File: src/rtl/parking_occupancy_counter_pkg.sv
`default_nettype none
// +----------------------------------------------------------------------------+
// | parking_pkg                                                                |
// | Shared gate FSM state type and popcount helper for the occupancy counter.  |
// | Revision: 1.0                                                              |
// +----------------------------------------------------------------------------+
package parking_pkg;

    typedef enum logic [2:0] {
        IDLE     = 3'd0,
        IN_A     = 3'd1,
        IN_B     = 3'd2,
        IN_C     = 3'd3,
        OUT_A    = 3'd4,
        OUT_B    = 3'd5,
        OUT_C    = 3'd6,
        WAIT_CLR = 3'd7
    } gate_state_t;

    // Sized for the largest supported gate count (8).
    function automatic logic [3:0] popcount(input logic [7:0] v);
        logic [3:0] n;
        n = '0;
        for (int i = 0; i < 8; i++) begin
            n = n + {3'b000, v[i]};
        end
        return n;
    endfunction

endpackage
`default_nettype wire

File: src/rtl/parking_occupancy_counter_gate_direction_fsm.sv
`default_nettype none
// +----------------------------------------------------------------------------+
// | gate_direction_fsm                                                         |
// | One gate: debounces S1/S2 and decodes the pair into entry/exit pulses.     |
// | Revision: 1.0                                                              |
// +----------------------------------------------------------------------------+
module gate_direction_fsm
    import parking_pkg::*;
#(
    parameter int DEBOUNCE_CYCLES = 16
) (
    input  logic clk,
    input  logic reset,
    input  logic s1,
    input  logic s2,
    output logic entering,
    output logic exiting
);

    localparam int              c_dw   = (DEBOUNCE_CYCLES > 1) ? $clog2(DEBOUNCE_CYCLES) : 1;
    localparam logic [c_dw-1:0] c_last = c_dw'(DEBOUNCE_CYCLES - 1);

    logic [1:0]  w_raw;
    logic [1:0]  w_filt;
    gate_state_t r_state;
    gate_state_t w_next;
    logic        w_enter;
    logic        w_exit;
    logic        r_enter;
    logic        r_exit;

    assign w_raw = {s1, s2};

    for (genvar k = 0; k < 2; k++) begin : g_deb
        logic [c_dw-1:0] r_cnt;
        logic            r_lvl;

        always_ff @(posedge clk) begin
            if (reset) begin
                r_cnt <= '0;
                r_lvl <= 1'b0;
            end else if (w_raw[k] == r_lvl) begin
                r_cnt <= '0;
            end else if (r_cnt == c_last) begin
                r_cnt <= '0;
                r_lvl <= w_raw[k];
            end else begin
                r_cnt <= r_cnt + c_dw'(1);
            end
        end

        assign w_filt[k] = r_lvl;
    end

    always_ff @(posedge clk) begin
        if (reset) begin
            r_state <= IDLE;
            r_enter <= 1'b0;
            r_exit  <= 1'b0;
        end else begin
            r_state <= w_next;
            r_enter <= w_enter;
            r_exit  <= w_exit;
        end
    end

    // Pattern order is {S1,S2}; OUT_* mirror IN_* with the sensors swapped.
    always_comb begin
        w_next = r_state;
        case (r_state)
            IDLE: begin
                if (w_filt == 2'b10)      w_next = IN_A;
                else if (w_filt == 2'b01) w_next = OUT_A;
                else if (w_filt == 2'b11) w_next = WAIT_CLR;
            end
            IN_A: begin
                if (w_filt == 2'b11)      w_next = IN_B;
                else if (w_filt == 2'b00) w_next = IDLE;
                else if (w_filt == 2'b01) w_next = WAIT_CLR;
            end
            IN_B: begin
                if (w_filt == 2'b01)      w_next = IN_C;
                else if (w_filt == 2'b10) w_next = IN_A;
                else if (w_filt == 2'b00) w_next = WAIT_CLR;
            end
            IN_C: begin
                if (w_filt == 2'b00)      w_next = IDLE;
                else if (w_filt == 2'b11) w_next = IN_B;
                else if (w_filt == 2'b10) w_next = WAIT_CLR;
            end
            OUT_A: begin
                if (w_filt == 2'b11)      w_next = OUT_B;
                else if (w_filt == 2'b00) w_next = IDLE;
                else if (w_filt == 2'b10) w_next = WAIT_CLR;
            end
            OUT_B: begin
                if (w_filt == 2'b10)      w_next = OUT_C;
                else if (w_filt == 2'b01) w_next = OUT_A;
                else if (w_filt == 2'b00) w_next = WAIT_CLR;
            end
            OUT_C: begin
                if (w_filt == 2'b00)      w_next = IDLE;
                else if (w_filt == 2'b11) w_next = OUT_B;
                else if (w_filt == 2'b01) w_next = WAIT_CLR;
            end
            WAIT_CLR: begin
                if (w_filt == 2'b00)      w_next = IDLE;
            end
            default: w_next = IDLE;
        endcase
    end

    always_comb begin
        w_enter = (r_state == IN_C)  && (w_filt == 2'b00);
        w_exit  = (r_state == OUT_C) && (w_filt == 2'b00);
    end

    assign entering = r_enter;
    assign exiting  = r_exit;

endmodule
`default_nettype wire

File: src/rtl/parking_occupancy_counter.sv
`default_nettype none
// +----------------------------------------------------------------------------+
// | parking_occupancy_counter                                                  |
// | Multi-gate occupancy counter: per-gate direction decode, saturating merge. |
// | Revision: 1.0                                                              |
// +----------------------------------------------------------------------------+
module parking_occupancy_counter
    import parking_pkg::*;
#(
    parameter  int N_GATES         = 2,
    parameter  int CAPACITY        = 99,
    parameter  int DEBOUNCE_CYCLES = 16,
    localparam int CW              = $clog2(CAPACITY + 1)
) (
    input  logic               clk,
    input  logic               reset,
    input  logic [N_GATES-1:0] s1,
    input  logic [N_GATES-1:0] s2,
    output logic [CW-1:0]      count,
    output logic               full,
    output logic               empty,
    output logic [N_GATES-1:0] entering,
    output logic [N_GATES-1:0] exiting,
    output logic               reject_full,
    output logic               reject_empty
);

    localparam int                     c_sw     = CW + $clog2(N_GATES) + 2;
    localparam logic signed [c_sw-1:0] c_cap_sw = c_sw'(CAPACITY);
    localparam logic [CW-1:0]          c_cap    = CW'(CAPACITY);

    logic [3:0]             w_pop_e;
    logic [3:0]             w_pop_x;
    logic signed [c_sw-1:0] w_cnt_ext;
    logic signed [c_sw-1:0] w_e;
    logic signed [c_sw-1:0] w_x;
    logic signed [c_sw-1:0] w_sum;
    logic [CW-1:0]          w_next;
    logic                   w_rej_full;
    logic                   w_rej_empty;

    for (genvar g = 0; g < N_GATES; g++) begin : g_gate
        gate_direction_fsm #(
            .DEBOUNCE_CYCLES (DEBOUNCE_CYCLES)
        ) u_gate (
            .clk      (clk),
            .reset    (reset),
            .s1       (s1[g]),
            .s2       (s2[g]),
            .entering (entering[g]),
            .exiting  (exiting[g])
        );
    end

    // Net change is applied once, so simultaneous +1/-1 cancel before clamping.
    always_comb begin
        w_pop_e     = popcount(8'(entering));
        w_pop_x     = popcount(8'(exiting));
        w_e         = c_sw'(w_pop_e);
        w_x         = c_sw'(w_pop_x);
        w_cnt_ext   = c_sw'(count);
        w_sum       = w_cnt_ext + w_e - w_x;
        w_rej_full  = 1'b0;
        w_rej_empty = 1'b0;
        if (w_sum > c_cap_sw) begin
            w_next     = c_cap;
            w_rej_full = 1'b1;
        end else if (w_sum[c_sw-1]) begin
            w_next      = '0;
            w_rej_empty = 1'b1;
        end else begin
            w_next = w_sum[CW-1:0];
        end
    end

    always_ff @(posedge clk) begin
        if (reset) begin
            count        <= '0;
            full         <= 1'b0;
            empty        <= 1'b1;
            reject_full  <= 1'b0;
            reject_empty <= 1'b0;
        end else begin
            count        <= w_next;
            full         <= (w_next == c_cap);
            empty        <= (w_next == '0);
            reject_full  <= w_rej_full;
            reject_empty <= w_rej_empty;
        end
    end

endmodule
`default_nettype wire
File: config.mk
export PLATFORM = sky130hd
export DESIGN_NAME = parking_occupancy_counter
export DESIGN_NICKNAME = d
export VERILOG_FILES = /design/src/rtl/parking_occupancy_counter_pkg.sv /design/src/rtl/parking_occupancy_counter_gate_direction_fsm.sv /design/src/rtl/parking_occupancy_counter.sv
export SDC_FILE = /design/constraint.sdc
export NUM_CORES = 1
export LEC_CHECK = 0
export CAP_MARGIN = 20
export CORE_MARGIN = 5
export CORE_UTILIZATION = 53
export CTS_CLUSTER_DIAMETER = 120
export CTS_CLUSTER_SIZE = 10
export DETAILED_ROUTE_END_ITERATION = 8
export PLACE_DENSITY_LB_ADDON = 0.15
export SLEW_MARGIN = 30
export SYNTH_ARGS = -nofsm -noshare
export SYNTH_HDL_FRONTEND = slang
export SYNTH_HIERARCHICAL = 1
export SYNTH_SLANG_ARGS = --single-unit
export TNS_END_PERCENT = 20
File: constraint.sdc
create_clock -name clk -period 3 [get_ports clk]
set_input_delay 0.3 -clock clk [delete_from_list [all_inputs] [get_ports clk]]
set_output_delay 0.3 -clock clk [all_outputs]
set_load 0.02 [all_outputs]
# Word level (Yosys, flattened, before mapping)
# Cells that the tools add are included.
[totals]
output_inout_bits = 15
in_bits = 6
regBits = 41
elab_cells = 129
[classes]
n_bitwise = 4
addsub = 8
mux = 44
n_lt_le_gt_ge = 1
n_reduce_logical = 20
n_eq_ne = 33
[ops]
columns = ["op", "count"]
rows = [
  ["3-bit two-way mux", 38],
  ["3-bit case mux with 8 select lines", 2],
  ["3-bit == test, second input constant", 8],
  ["4-bit by 1-bit adder with 4-bit output, second input constant", 4],
  ["4-bit == test, second input constant", 4],
  ["7-bit two-way mux", 2],
  ["3-bit by 2-bit == test with 1-bit output, second input constant", 4],
  ["2-bit AND reduction", 6],
  ["3-bit OR reduction", 4],
  ["9-bit by 8-bit greater-than comparator with 1-bit output, second input constant", 1],
  ["8-bit by 2-bit subtractor with 9-bit output", 1],
  ["7-bit by 2-bit adder with 8-bit output", 1],
  ["2-bit == test, second input constant", 4],
  ["4-bit by 1-bit != test with 1-bit output, second input constant", 2],
  ["7-bit == test, second input constant", 1],
  ["7-bit zero test", 1],
  ["3-bit by 1-bit == test with 1-bit output, second input constant", 2],
  ["3-bit zero test", 2],
  ["1-bit by 1-bit adder with 2-bit output", 2],
  ["1-bit == test", 4],
  ["2-bit by 1-bit == test with 1-bit output, second input constant", 2],
  ["1-bit logical AND", 4],
  ["2-bit zero test", 2],
  ["2-bit by 1-bit != test with 1-bit output, second input constant", 2],
  ["other kinds (3)", 7],
]

# Depth between registers and ports, before layout
# Gate-level depths: netlist of the first run.
[logic_depth]
depth_word = 6
mapped_depth = 12
depth_no_buf = 12

# Cells and area by module
# The synthesis of the first run kept the hierarchy.
[by_module_without_submodules]
columns = ["module", "cells_per_inst", "area_each_um2", "seq_area_each_um2", "instances"]
rows = [
  ["gate_direction_fsm at g_gate[0].u_gate", 103, 934.6, 300.3, 1],
  ["gate_direction_fsm at g_gate[1].u_gate", 102, 874.6, 300.3, 1],
  ["parking_occupancy_counter", 100, 868.3, 220.2, 1],
]

# Worst setup path before layout of the first run
# OpenSTA, ideal clock, no wires.
[synth_path]
path_type = "register -> register"
startpoint = "register g_gate[0].u_gate.r_exit"
endpoint = "register count[2]"
arrival_time_ps = 2906
required_time_ps = 2883
path_slack_ps = -24
synth_period_minus_slack_ps = 3024
n_path_buf = 0
stages_incl_launch_ff = 13
setup_time_ps = 117
cell_sequence = "dfxtp_1 -> inv_1 -> fa_1 -> inv_1 -> fa_1 -> inv_1 -> ha_1 -> fa_1 -> and3_1 -> o21ai_1 -> nand2_1 -> a221o_1 -> and4_2"
[synth_between]
elab_chain_cells = 4
elab_cells_between_ends = 5
classes_between = "add/sub: 2; order compare: 1; mux: 2"
[synth_lines]
columns = ["item", "line", "rtl"]
rows = [
  ["from (decl)", "parking_occupancy_counter_gate_direction_fsm.sv:30", "logic r_exit;"],
  ["from (signal assigned)", "parking_occupancy_counter_gate_direction_fsm.sv:63", "r_exit <= w_exit;"],
  ["1-bit by 1-bit adder with 2-bit output *", "parking_occupancy_counter_pkg.sv:25", "n = n + {3'b000, v[i]};"],
  ["8-bit by 2-bit subtractor with 9-bit output *", "parking_occupancy_counter.sv:62", "w_sum = w_cnt_ext + w_e - w_x;"],
  ["9-bit by 8-bit greater-than comparator with 1-bit output or 7-bit two-way mux (tied branches)", "parking_occupancy_counter.sv:65, parking_occupancy_counter.sv:68", ""],
  ["7-bit two-way mux *", "parking_occupancy_counter.sv:65", "if (w_sum > c_cap_sw) begin"],
  ["to (signal assigned)", "parking_occupancy_counter.sv:84", "count <= w_next;"],
  ["to (decl)", "parking_occupancy_counter.sv:19", "output logic [CW-1:0] count,"],
]
# Every way passes the cells marked *; elsewhere a longest branch is shown, timed or not.
# A chain may end at the register's enable or synchronous reset.

# Worst setup path after layout of the first run
[layout_path]
startpoint = "register g_gate[0].u_gate.r_exit"
endpoint = "register full"
[layout_between]
elab_chain_cells = 5
elab_cells_between_ends = 6
classes_between = "add/sub: 2; order compare: 1; eq/ne: 1; mux: 2"
[layout_lines]
columns = ["item", "line", "rtl"]
rows = [
  ["1-bit by 1-bit adder with 2-bit output *", "parking_occupancy_counter_pkg.sv:25", ""],
  ["8-bit by 2-bit subtractor with 9-bit output *", "parking_occupancy_counter.sv:62", ""],
  ["9-bit by 8-bit greater-than comparator with 1-bit output or 7-bit two-way mux (tied branches)", "parking_occupancy_counter.sv:65, parking_occupancy_counter.sv:68", ""],
  ["7-bit two-way mux *", "parking_occupancy_counter.sv:65", ""],
  ["7-bit == test *", "parking_occupancy_counter.sv:85", "full <= (w_next == c_cap);"],
  ["to (signal assigned)", "parking_occupancy_counter.sv:85", ""],
  ["to (decl)", "parking_occupancy_counter.sv:20", "output logic full,"],
]
# Marked as above.

==> results of run 1 <==
==> registers in the layout, summed over array words and instances, names as in the netlist <==
| signal | cells |
|---|---|
| count | 7 |
| empty | 1 |
| full | 1 |
| g_gate.u_gate/entering | 2 |
| g_gate.u_gate/exiting | 2 |
| g_gate.u_gate/g_deb.r_cnt | 16 |
| g_gate.u_gate/g_deb.r_lvl | 4 |
| g_gate.u_gate/r_state | 6 |
| reject_empty | 1 |
| reject_full | 1 |
==> worst max-delay path, cell delays in order (launching register included) <==
cell and delay (ns):
sky130_fd_sc_hd__dfxtp_2 0.33, sky130_fd_sc_hd__inv_1 0.05, sky130_fd_sc_hd__fa_1 0.44, sky130_fd_sc_hd__inv_1 0.08, sky130_fd_sc_hd__fa_1 0.17, sky130_fd_sc_hd__inv_2 0.05, sky130_fd_sc_hd__ha_4 0.15, sky130_fd_sc_hd__fa_2 0.41
sky130_fd_sc_hd__and3_4 0.23, sky130_fd_sc_hd__o2111a_1 0.26, sky130_fd_sc_hd__a211o_4 0.31, sky130_fd_sc_hd__o21a_1 0.12, sky130_fd_sc_hd__a311oi_2 0.23
==> final cells by class <==
class / count / area (um2)
clock buffers: 5 / 68.8
clock inverters: 3 / 22.5
fillers: 452 / 1720
inverters: 29 / 109
multi-input cells: 223 / 1740
flip-flops and latches: 41 / 823
well taps: 67 / 83.8
repair buffers: 27 / 253
==> cell usage in the layout (no fill, tap or decap), types with 4 or more instances in the layout <==
master / n
sky130_fd_sc_hd__clkbuf_8: 5
sky130_fd_sc_hd__xor2_1: 9
sky130_fd_sc_hd__mux2i_1: 4
sky130_fd_sc_hd__nand3_1: 10
sky130_fd_sc_hd__a31oi_1: 5
sky130_fd_sc_hd__nor2_1: 34
sky130_fd_sc_hd__o21a_1: 5
sky130_fd_sc_hd__a21oi_1: 11
sky130_fd_sc_hd__inv_1: 28
sky130_fd_sc_hd__nor4_1: 4
sky130_fd_sc_hd__clkdlybuf4s50_1: 20
sky130_fd_sc_hd__xnor2_1: 6
sky130_fd_sc_hd__buf_4: 7
sky130_fd_sc_hd__nor3b_1: 4
sky130_fd_sc_hd__dfxtp_1: 39
sky130_fd_sc_hd__ha_1: 21
sky130_fd_sc_hd__nand2_1: 7
sky130_fd_sc_hd__a211oi_1: 4
sky130_fd_sc_hd__nor3_1: 9
sky130_fd_sc_hd__nand2b_1: 14
sky130_fd_sc_hd__o21ai_0: 8
sky130_fd_sc_hd__nor2b_1: 5
==> metrics by stage <==
step           total power [uW]  std cells  setup WS (ns)
4_1_cts                    2250        395         0.0181
6_report                   2290        395         0.0967
3_3_place_gp               1850        387         0.0689
2_1_floorplan              1580        305        -0.0148
5_1_grt                    2450        395        -0.0279
3_5_place_dp               1860        387         -0.114
==> repair_timing <==
item,in CTS,in global routing
pin swaps,0,4
buffers inserted,0,0
resized for setup,3,14
setup endpoints to repair,1,6
hold buffers,0,0
==> power breakdown <==
part	leakage [uW]	total, uW	internal (uW)	switching [uW]
logic	0.000809	1170	542	632
registers	0.000335	745	627	118
clock network	0.0000481	373	165	208
total	0.00119	2290	1330	957
==> logic make-up after synthesis <==
kind of cell	Yosys count	synth area share, %
simple gates	107	22.3
xor+xnor	16	5.23
buf+inv	41	7.48
compound gates	71	20.3
mux	4	1.50
fa+ha+maj	25	12.5
flops	41	30.7
==> metal layers <==
metal / vias to the layer above / GRT usage (%) / part of all wire (%)
li1: 1129 / - / -
met1: 1026 / 24.3 / 48
met3: 9 / 3.33 / 3.7
met2: 47 / 28.2 / 47
met5: - / 0 / 0
met4: 0 / 6.93 / 1.7
==> how the worst max path moves through the flow <==
stage | cells after the start | slack [ns] | to
after CTS | 12 | 0.02 | full$_SDFF_PP0_
after global placement | 11 | 0.07 | full$_SDFF_PP0_
after detailed placement | 11 | -0.11 | full$_SDFF_PP0_
after floorplan | 12 | -0.01 | full$_SDFF_PP0_
after global routing | 12 | -0.03 | full$_SDFF_PP0_
final | 12 | 0.1 | full$_SDFF_PP0_
==> summary.md, run 1 <==
The most frequently used cell type in the post-synthesis netlist was sky130_fd_sc_hd__dfxtp_1. The synthesized design devotes to its leading area cell type 30.7% of total area. The initial antenna violation count came out at 0.

The number of warnings printed during yosys synthesis is 6, and the ratio of cells with drive above 1 in the final layout is 12.2%. The die covers 6570 um2. The worst reg-to-reg path cell count was 12. The synthesized netlist contains 66 unique library cells.

Clock tree synthesis inserted a total of 5 buffers. During placement, the flow inserted port buffers numbering 20. The origin of the worst min-delay path is g_gate[0].u_gate/g_deb[1].r_cnt[0]$_SDFF_PP0_. The worst setup path is of the reg2reg kind.

The depth of the worst hold-timing path is 1. The share of the core filled with cells came out at 64.3%. The run gives 0 as the count of maximum capacitance violations. The final critical path takes up 96.8% of the cycle.

The flow ran to the end, and the final reports show no timing, DRC or antenna violations. The dominant synthesized flop cell is sky130_fd_sc_hd__dfxtp_1. In the post-synthesis netlist, the biggest area contributors are sky130_fd_sc_hd__dfxtp_1 (31%), sky130_fd_sc_hd__ha_1 (10%), sky130_fd_sc_hd__nor2_1 (4.8%), sky130_fd_sc_hd__inv_1 (4.1%), sky130_fd_sc_hd__nand2b_1 (3.3%). For the worst-case vdd ir drop, the log shows 0.333 mV. The final setup TNS came out at 0 ns. Summed over all layers, the global routing overflow is 0.

Summing over every cut layer, the via total after detailed routing is 2211. After detailed placement, the total cell area comes to 2930 um2. The logs give 0 for the post-detailed-route count of antenna-violating nets and 336 for the number of nets produced by synthesis. The first TritonRoute pass finished after 4 iterations. Setup violations remaining at the end of the flow were counted as 0. The final-report hold violation count came out at 0. Derived from the worst setup path, the maximum achievable clock frequency is 344 MHz. TritonCTS built the clock tree.

Along the worst path, the maximum fanout reaches 8. The core region is 4820 um2. Starting density of the core: 55.6%. Clock-pin slew was measured on the worst setup and hold paths at 0.08 ns.

The setup check on the worst reg-to-reg path leaves a slack of 0.1 ns. The total length of routed wires is 5490 um, and the net count reported at finish is 358. The run gives 210 as the DRC violation total after the first TritonRoute iteration. The tools report the worst setup path startpoint as g_gate[0].u_gate/exiting$_SDFF_PP0_.

The growth of design area from synthesis to finish came out at 15.7%. For the final database, setup skew stands at 0.00572 ns. The finished cells cover 3100 um2. Row generation in the floorplan step produced 25 rows. In this run, synthesis inferred 0 flip-flops with an integrated enable. The largest area contributor in the synthesized netlist was sky130_fd_sc_hd__dfxtp_1. The average wire per standard cell is 13.9 um, and the power per cell area is 740 nW/um2. The tools report the post-synthesis cell area as 2680 um2. The via-per-instance ratio came out at 5.60. The tools report the startpoint class of the critical path as a register. For the clock insertion delay at the later pin of the skew report, the log shows 0.30 ns. Setup repair after global routing could not meet its margin everywhere. Buffer depth of the longest clock path: 2.

The worst setup path is captured at a register. Routability-driven placement finished with a final weighted congestion of 0.865. The half-perimeter wire length after placement was 3960 um; the worst slew slack as a fraction of its limit was 65.0%. Clock root buffer master: sky130_fd_sc_hd__clkbuf_8.

Counting flops and latches in the post-synthesis netlist gives 41. The average size of a mapped cell was 8.78 um2. The sink of the worst hold path was g_gate[0].u_gate/g_deb[1].r_cnt[0]$_SDFF_PP0_. Synthesis handed over a netlist of 305 instances. Counting instances in the post-synthesis netlist gives the leading cell types as sky130_fd_sc_hd__dfxtp_1 (41), sky130_fd_sc_hd__nor2_1 (34), sky130_fd_sc_hd__inv_1 (29), sky130_fd_sc_hd__ha_1 (22), sky130_fd_sc_hd__nand2b_1 (14). The global-route usage over all layers is 17.9%, and the clock period minus worst slack is 2.90 ns.

The run gives 2 as the CTS H-tree depth. The worst hold path belongs to the class reg2reg. The die is 81.1 um tall. Measured along the x axis, the die boundary spans 81.1 um.

The tools report the worst hold-check slack as 0.451 ns. After synthesis, flip-flops and latches occupy 30.7% of the total area. In this run the count of I/O pins placed on the die edge is 21. The count of final max-slew check failures is 0. After detailed routing, the number of remaining DRC violations is 0. Clock tree synthesis found a total of 41 sinks. In this run the critical register-to-register path is captured at full$_SDFF_PP0_. The via count of the first global-routing pass is 2017, and the static leakage is 0.00119 uW. For the maximum number of pins on one net before global-route repair, the log shows 22.

The transition time of the tightest slew-check pin was 0.524 ns. Source of the worst register-to-register timing path: g_gate[0].u_gate/exiting$_SDFF_PP0_. For the worst setup path, the data arrival time is 3.13 ns. The logs give 0 for the number of antenna cells inserted and 3.22 ns for the critical path data required time. The first-pass GRT wire length was 9260 um. Of all flip-flops after synthesis, the portion carrying an async set or reset was 0%.
No activity file was read; power rests on OpenSTA's default activity.
==> inputs of run 2 (changes only) <==
- REMOVE_ABC_BUFFERS: unset -> 1
==> run 2 against run 1 <==
Global-route usage decreased by 0.30 points. Die area did not move. Power is 3.0% higher. First-iteration DRC count increased by 19%. Critical path type unchanged. Routed wire length up 0.60%. Combinational power increased by 6%. Setup slack got worse by 0.064 ns. Clock skew grew 0.0016 ns. Maximum frequency fell by 2.2%. Sequential power hardly changed.
==> summary.md, run 2 (synthesis gave the netlist of run 1 again) <==
Quantity of hold-fixing buffers added after cts: 0 (unchanged). The count of standard-cell rows was 25 (unchanged); the final-report setup violation count was 0 (unchanged). The largest clock skew in the final design is 0.00730 ns (+0.00157 ns). met2 is the most crowded layer.

The post-detailed-route count of antenna-violating nets was 0 (unchanged). The worst reg-to-reg path cell count is 13 (+1), and the final-report hold violation count is 0 (unchanged). The post-route total power is 2360 uW (+3.0%), and the global-route usage over all layers is 17.6% (-0.30 points). The critical-path maximum fanout works out to 5 (-3). The ratio of cells with drive above 1 in the final layout came out at 13.6% (+1.4 points).

The cell internal power dissipation came out at 1390 uW (+4.3%). The post-detailed-route DRC marker count is 0 (unchanged), and the post-place setup slack is -0.109 ns (+0.00524 ns). The tools report the switching power summed over all nets as 968 uW (+1.1%). The power per cell area was 760 nW/um2 (+2.7%). The number of fill cells in the layout is 432 (-4.4%).

The count of clock tree sinks is 41 (unchanged). The tools report the origin of the worst min-delay path as g_gate[1].u_gate/g_deb[0].r_cnt[0]$_SDFF_PP0_. The tools report the net count reported at finish as 361 (+0.84%). For the residual overflow from global routing, the log shows 0 (unchanged). The logs give 0 (unchanged) for the initial antenna violation count and 2 (unchanged) for the CTS H-tree depth.

The via count of the first global-routing pass was 2086 (+3.4%); the via-per-instance ratio was 5.70 (+1.8%). For the via count, the log shows 2268 (+2.6%). The maximum number of pins on one net before global-route repair came out at 22 (unchanged). The area enclosed by the die boundary was 6570 um2 (unchanged); the die outline width was 81.1 um (unchanged).

The I/O pin count is 21 (unchanged). The power share of the sequential group came out at 31.7% (-0.8 points). The clock insertion delay at the later pin of the skew report came out at 0.30 ns (about the same). For the critical path data required time, the log shows 3.23 ns (about the same). The library cell used most frequently in the layout, excluding fill and tap cells, is sky130_fd_sc_hd__dfxtp_1. The path with the worst hold slack has its endpoint at g_gate[1].u_gate/g_deb[0].r_cnt[0]$_SDFF_PP0_. The worst hold path belongs to the class reg2reg. The register name with the most flops is g_gate.u_gate/g_deb.r_cnt. The logs give 337 MHz (-2.2%) for the fmax and 55.6% (unchanged) for the starting density of the core. The area growth from synthesis to layout is 16.0%.

The total length of routed wires is 5520 um (+0.60%). Flip-flop count of the largest register after layout: 16 (unchanged). The count of final max-slew check failures came out at 0 (unchanged). Static leakage: 0.00120 uW (+0.67%).

The tools report the CTS buffer count as 5 (unchanged). The tools report the endpoint of the most critical register-to-register path as reject_full$_SDFF_PP0_. The post-route clock period utilization was 98.9% (+2.1 points). Setup repair after global routing could not meet its margin everywhere. The die height is 81.1 um (unchanged), and the flop-to-flop setup slack is 0.03 ns (-0.06 ns). The clock edge transition at the registers on the reported setup and hold paths came out at 0.09 ns (about the same). The area of the multi-input gates came out at 1730 um2 (-0.65%). The final weighted congestion in routability-driven placement is 0.831 (-4.0%). The average wire per standard cell was 13.9 um (-0.16%). The number of buffer cells added on primary ports is 20 (unchanged).

The net switching fraction of the power is 41.0% (-0.75 points). The critical-path cell with the highest stage delay is sky130_fd_sc_hd__fa_1. The final critical-path setup slack was 0.0324 ns (-0.0643 ns); the depth of the worst hold-timing path was 1 (unchanged). Transition time of the tightest slew-check pin: 0.550 ns (+0.0258 ns). For the number of iterations in the first detailed-routing pass, the log shows 4 (unchanged).

The tools report the combinational share of power as 52.7% (+1.5 points). The logs give 2 (unchanged) for the buffer depth of the longest clock path and 0 (unchanged) for the number of antenna cells inserted. The logs give 9210 um (-0.52%) for the first-pass GRT wire length and 21.0% (-3.3 points) for the met1 usage in global routing.

Leaving out fill and tap cells, the most frequent cells in the layout are sky130_fd_sc_hd__dfxtp_1 (40), sky130_fd_sc_hd__nor2_1 (34), sky130_fd_sc_hd__inv_1 (27). The delay of the slowest critical-path stage is 0.46 ns (+0.02 ns), and the sequential cell area is 822 um2 (-0.15%). The DRC violation total after the first TritonRoute iteration was 250 (+19%).

The count of maximum capacitance violations was 0 (unchanged). STA classifies the critical path startpoint as a register. The met2 global-route usage was 31.5% (+3.3 points). For the final setup TNS, the log shows 0 ns (unchanged). The flow ran to the end, and the final reports show no timing, DRC or antenna violations.

The largest registers in the layout are g_gate.u_gate/g_deb.r_cnt x16, count x7, g_gate.u_gate/r_state x6. For the met3 layer usage reported by global route, the log shows 4.32% (+1.0 points). The run gives 0.454 ns (+0.00331 ns) as the worst hold-check slack.

The class of the most critical setup path is reg2reg. The worst setup path is captured at a register. For the half-perimeter wire length after placement, the log shows 3970 um (+0.35%).

Clock period minus worst slack: 2.97 ns (+0.0643 ns). The signal on the critical path passes through inv_2, fa_1, inv_1, fa_2, inv_2, ha_4, fa_2, and3_4, o21ai_4, nand2_1, a221o_1, buf_4, a21oi_1. The placeable core region came out at 4820 um2 (unchanged).

In this run the clock root is driven by a sky130_fd_sc_hd__clkbuf_8. Source of the worst register-to-register timing path: g_gate[1].u_gate/exiting$_SDFF_PP0_. TritonCTS built the clock tree. Clock network power share: 15.6% (-0.7 points). Data arrival time of the critical path: 3.19 ns (+0.06 ns).

The tools report the worst slew slack as a fraction of its limit as 63.3% (-1.7 points). Worst-case vdd ir drop: 0.361 mV (+8.3%).
run 2: how the worst max path moves through the flow:
stage	startpoint	to	slack, ns	depth (start not counted)
CTS	g_gate[0].u_gate/exiting$_SDFF_PP0_	full$_SDFF_PP0_	0.001	11
global route	g_gate[1].u_gate/exiting$_SDFF_PP0_	reject_full$_SDFF_PP0_	-0.1	13
global placement	g_gate[0].u_gate/exiting$_SDFF_PP0_	count[2]$_SDFF_PP0_	0.02	12
floorplan	g_gate[0].u_gate/exiting$_SDFF_PP0_	count[2]$_SDFF_PP0_	-0.02	12
finish	g_gate[1].u_gate/exiting$_SDFF_PP0_	reject_full$_SDFF_PP0_	0.03	13
detailed placement	g_gate[0].u_gate/exiting$_SDFF_PP0_	count[3]$_SDFF_PP0_	-0.11	12
run 2: final cells by class:
| class | count | share of cell area (%) |
|---|---|---|
| Multi-Input combinational cell | 223 | 55.6 |
| Sequential cell | 41 | 26.5 |
| Timing Repair Buffer | 30 | 8.86 |
| Inverter | 29 | 3.50 |
| Tap cell | 67 | 2.70 |
| Clock buffer | 5 | 2.22 |
| Clock inverter | 3 | 0.685 |
run 2: layer usage:
metal,wire length [um],share of wire [%],vias up
li1,-,-,1139
met1,2330,42,1067
met2,2870,52,52
met3,228,4.1,10
met4,94,1.7,0
met5,0,0,-
run 2: what timing repair did:
| action | 4_1_cts | 5_1_grt |
|---|---|---|
| buffers inserted | 0 | 4 |
| resized for setup | 5 | 12 |
| setup endpoints to repair | 4 | 6 |
| pin swaps | 0 | 4 |
run 2: critical path: cells and delay by family, from the launching register on:
family	cells	cell delay, ns
flip-flops	1	0.34
buffers and inverters	4	0.33
AO/OA/AOI/OAI	3	0.70
adder cells (fa/ha/maj)	4	1.19
AND/OR/NAND/NOR	2	0.34
run 2: power groups by stage:
stage               combinational, uW  sequential (uW)  clock, uW
floorplan                         762              783          0
global placement                 1080              758          0
detailed placement               1100              757          0
CTS                              1110              746        380
global route                     1380              768        405
finish                           1240              747        368
run 2: metrics by stage:
stage	utilization (%)	area (um2)	instances
3_3_place_gp	60.5	2920	386
6_report	64.5	3110	398
2_1_floorplan	-	2590	293
4_1_cts	62.8	3020	394
3_5_place_dp	60.5	2920	386
5_1_grt	64.5	3110	398
==> inputs of run 3 (changes only) <==
- CORE_MARGIN: 5 -> 8
- CORE_UTILIZATION: 53 -> 58
- CTS_CLUSTER_DIAMETER: 120 -> 50
- clock period: 3 -> 3.4 ns (I/O delays scaled with it)
==> run 3 against run 2 <==
Via count fell by 2.4%. Sequential power fell by 12%. Cell count fell by 6.0%. Count of clock-buffer cells in the layout did not move. Clock power rose by 23%. Sequential share of layout area rose by 0.96 points. Power fell by 12%. Maximum frequency fell by 4.8%. Largest cell class unchanged.
==> summary.md, run 3 (synthesis gave the netlist of run 1 again) <==
The flow ran to the end, and the final reports show no timing, DRC or antenna violations. The clock edge transition at the registers on the reported setup and hold paths is 0.08 ns (about the same), and the via count is 2213 (-2.4%). Broken down by cell family, the worst path's largest delay share belongs to adder cells. Relative to the synthesized area, the layout overhead comes to 11.8%. Post-detailed-route count of antenna-violating nets: 0 (unchanged). The post-route clock period utilization came out at 91.7% (-7.3 points).

The logs give 803 uW (-17%) for the switching power summed over all nets and 15.8% (-1.9 points) for the global-route usage over all layers. The largest registers in the layout are g_gate.u_gate/g_deb.r_cnt x16, count x7, g_gate.u_gate/r_state x6. TritonCTS built the clock tree. The transition time of the tightest slew-check pin is 0.566 ns (+0.0170 ns), and the clock period minus worst slack is 3.12 ns (+0.149 ns). The clock network power share was 21.8% (+6.2 points); the via count of the first global-routing pass was 2101 (+0.72%). The ratio of cells with drive above 1 in the final layout was 7.14% (-6.5 points); the number of antenna cells inserted was 0 (unchanged). The depth of the worst hold-timing path came out at 1 (unchanged).

The run gives 0.364 ns (+0.473 ns) as the post-place setup slack. The clock insertion delay at the later pin of the skew report is 0.29 ns (about the same). The logs give 46.7% (-6.0 points) for the combinational share of power and 0.937 (+13%) for the final weighted congestion in routability-driven placement. The tools report the critical path data required time as 3.59 ns (+0.36 ns). The worst setup path is captured at a register.

The power per cell area is 696 nW/um2 (-8.3%), and the count of maximum capacitance violations is 0 (unchanged). Worst reg-to-reg path cell count: 12 (-1). The cell count along the critical path works out to 12 (-1). The logs give 5 (unchanged) for the CTS buffer count and 4010 um (+1.1%) for the half-perimeter wire length after placement. The logs give 0 (unchanged) for the final-report hold violation count and 0 (unchanged) for the post-detailed-route DRC marker count. For the number of fill cells in the layout, the log shows 355 (-18%). Critical-path cell with the highest stage delay: sky130_fd_sc_hd__fa_1. The net switching fraction of the power was 38.5% (-2.5 points); the maximum number of pins on one net before global-route repair was 18 (-18%). The worst slew slack as a fraction of its limit is 62.2% (-1.1 points), and the residual overflow from global routing is 0 (unchanged). The static leakage is 0.00117 uW (-2.7%), and the average wire per standard cell is 14.4 um (+3.5%). The die outline width works out to 83.9 um (+3.5%).

The tools report the count of final max-slew check failures as 0 (unchanged). The min-delay analysis places its worst path in the category reg2reg. The delay of the slowest critical-path stage was 0.45 ns (about the same); the initial antenna violation count was 0 (unchanged). The power share of the sequential group came out at 31.5% (-0.2 points).

For the worst-case vdd ir drop, the log shows 0.244 mV (-32%). The number of buffer cells added on primary ports is 20 (unchanged). The area enclosed by the die boundary is 7050 um2 (+7.2%), and the count of standard-cell rows is 24 (-4.0%).

The placeable core region was 4410 um2 (-8.4%); the data arrival time of the critical path was 3.30 ns (+0.11 ns). The first-pass GRT wire length came out at 9370 um (+1.7%). The flip-flop count of the largest register after layout was 16 (unchanged); the cell internal power dissipation was 1280 uW (-8.0%).

Setup repair after global routing left no endpoint under its margin. The final setup TNS came out at 0 ns (unchanged). The class of the most critical setup path was reg2reg. The register with the most flip-flops in the final layout is g_gate.u_gate/g_deb.r_cnt. The DRC violation total after the first TritonRoute iteration came out at 235 (-6.0%).

The count of buffering cells on the critical path with inverters included was 3 (-1). The post-cts repair resize count was 0 (-5); the final-report setup violation count was 0 (unchanged). The run gives 0 (unchanged) as the quantity of hold-fixing buffers added after cts.

The via-per-instance ratio was 5.92 (+3.8%); the total length of routed wires was 5370 um (-2.7%). The die height is 83.9 um (+3.5%). Leaving out fill and tap cells, the most frequent cells in the layout are sky130_fd_sc_hd__dfxtp_1 (41), sky130_fd_sc_hd__nor2_1 (34), sky130_fd_sc_hd__inv_1 (29). The largest clock skew in the final design is 0.00244 ns (-0.00486 ns), and the standard cell area after detailed placement is 2860 um2 (-1.9%). The tools report the net count reported at finish as 352 (-2.5%). The critical-path maximum fanout is 5 (unchanged), and the CTS H-tree depth is 2 (unchanged).

For the I/O pin count, the log shows 21 (unchanged). The run gives 2 (unchanged) as the buffer depth of the longest clock path. The flop-to-flop setup slack was 0.28 ns (+0.25 ns); the count of clock tree sinks was 41 (unchanged). The count of buffers added by post-CTS timing repair for setup was 0 (unchanged); the post-route cell area was 2990 um2 (-3.7%). The number of iterations in the first detailed-routing pass came out at 4 (unchanged). The final critical-path setup slack was 0.284 ns (+0.251 ns). Traced cell by cell, the critical path runs through inv_1, fa_1, inv_1, fa_1, inv_1, ha_1, fa_1, and3_1, o21ai_1, nand2_1, a221o_1, and4_2.

Leading cell type in the layout, fill and taps excluded: sky130_fd_sc_hd__dfxtp_1. The starting density of the core came out at 60.7% (+5.1 points). For the fmax, the log shows 321 MHz (-4.8%).

The tools report the startpoint class of the critical path as a register. The root buffer cell chosen for the clock tree is sky130_fd_sc_hd__clkbuf_8.
run 3: changes by cell type in the layout (fill, tap and decap cells not counted), moves of 2 or more:
cell	change
sky130_fd_sc_hd__buf_4	-9
sky130_fd_sc_hd__bufinv_16	+2
sky130_fd_sc_hd__fa_1	+2
sky130_fd_sc_hd__fa_2	-2
sky130_fd_sc_hd__inv_1	+2
sky130_fd_sc_hd__inv_2	-2
run 3: worst register-to-register path, delay by kind of cell, from the launching register on:
kind,cells,cell delay (ns)
flip-flops,1,0.33
buffers and inverters,3,0.19
adder cells (fa/ha/maj),4,1.21
AO/OA/AOI/OAI,2,0.67
AND/OR/NAND/NOR,3,0.62
run 3: final cells by class:
cell class	count	area [um2]	share of cell area [%]
Tap cell	52	65.1	2.17
Inverter	29	109	3.64
Sequential cell	41	821	27.4
Multi-Input combinational cell	223	1660	55.4
Clock buffer	5	68.8	2.30
Clock inverter	3	65.1	2.17
Timing Repair Buffer	21	208	6.94
run 3: final timing paths:
path                                                                    start                                            end
worst max-delay path                      g_gate[0].u_gate/exiting$_SDFF_PP0_                            count[2]$_SDFF_PP0_
worst min-delay path            g_gate[0].u_gate/g_deb[1].r_cnt[0]$_SDFF_PP0_  g_gate[0].u_gate/g_deb[1].r_cnt[0]$_SDFF_PP0_
worst max register to register            g_gate[0].u_gate/exiting$_SDFF_PP0_                            count[2]$_SDFF_PP0_
worst min register to register  g_gate[0].u_gate/g_deb[1].r_cnt[0]$_SDFF_PP0_  g_gate[0].u_gate/g_deb[1].r_cnt[0]$_SDFF_PP0_
run 3: through the flow:
| step | power (uW) | hold slack, ns | util, % | instances |
|---|---|---|---|---|
| 2_1_floorplan | 1360 | 0.408 | - | 293 |
| 3_3_place_gp | 1610 | 0.431 | 64.8 | 366 |
| 3_5_place_dp | 1620 | 0.436 | 64.8 | 366 |
| 4_1_cts | 2080 | 0.452 | 67.8 | 374 |
| 5_1_grt | 2230 | 0.476 | 67.8 | 374 |
| 6_report | 2080 | 0.446 | 67.8 | 374 |
run 3: power by group through the flow:
stage,Sequential [uW],Clock [uW],Combinational [uW]
3_5_place_dp,667,0,949
4_1_cts,655,467,960
3_3_place_gp,666,0,941
6_report,657,454,973
2_1_floorplan,691,0,673
5_1_grt,671,487,1070
run 3: layer usage:
metal / up-vias / wire length [um] / global-route usage [%]
li1: 1126 / - / -
met1: 1021 / 2440 / 18.5
met2: 57 / 2560 / 26.7
met3: 9 / 291 / 3.52
met4: 0 / 86 / 6.75
met5: - / 0 / 0
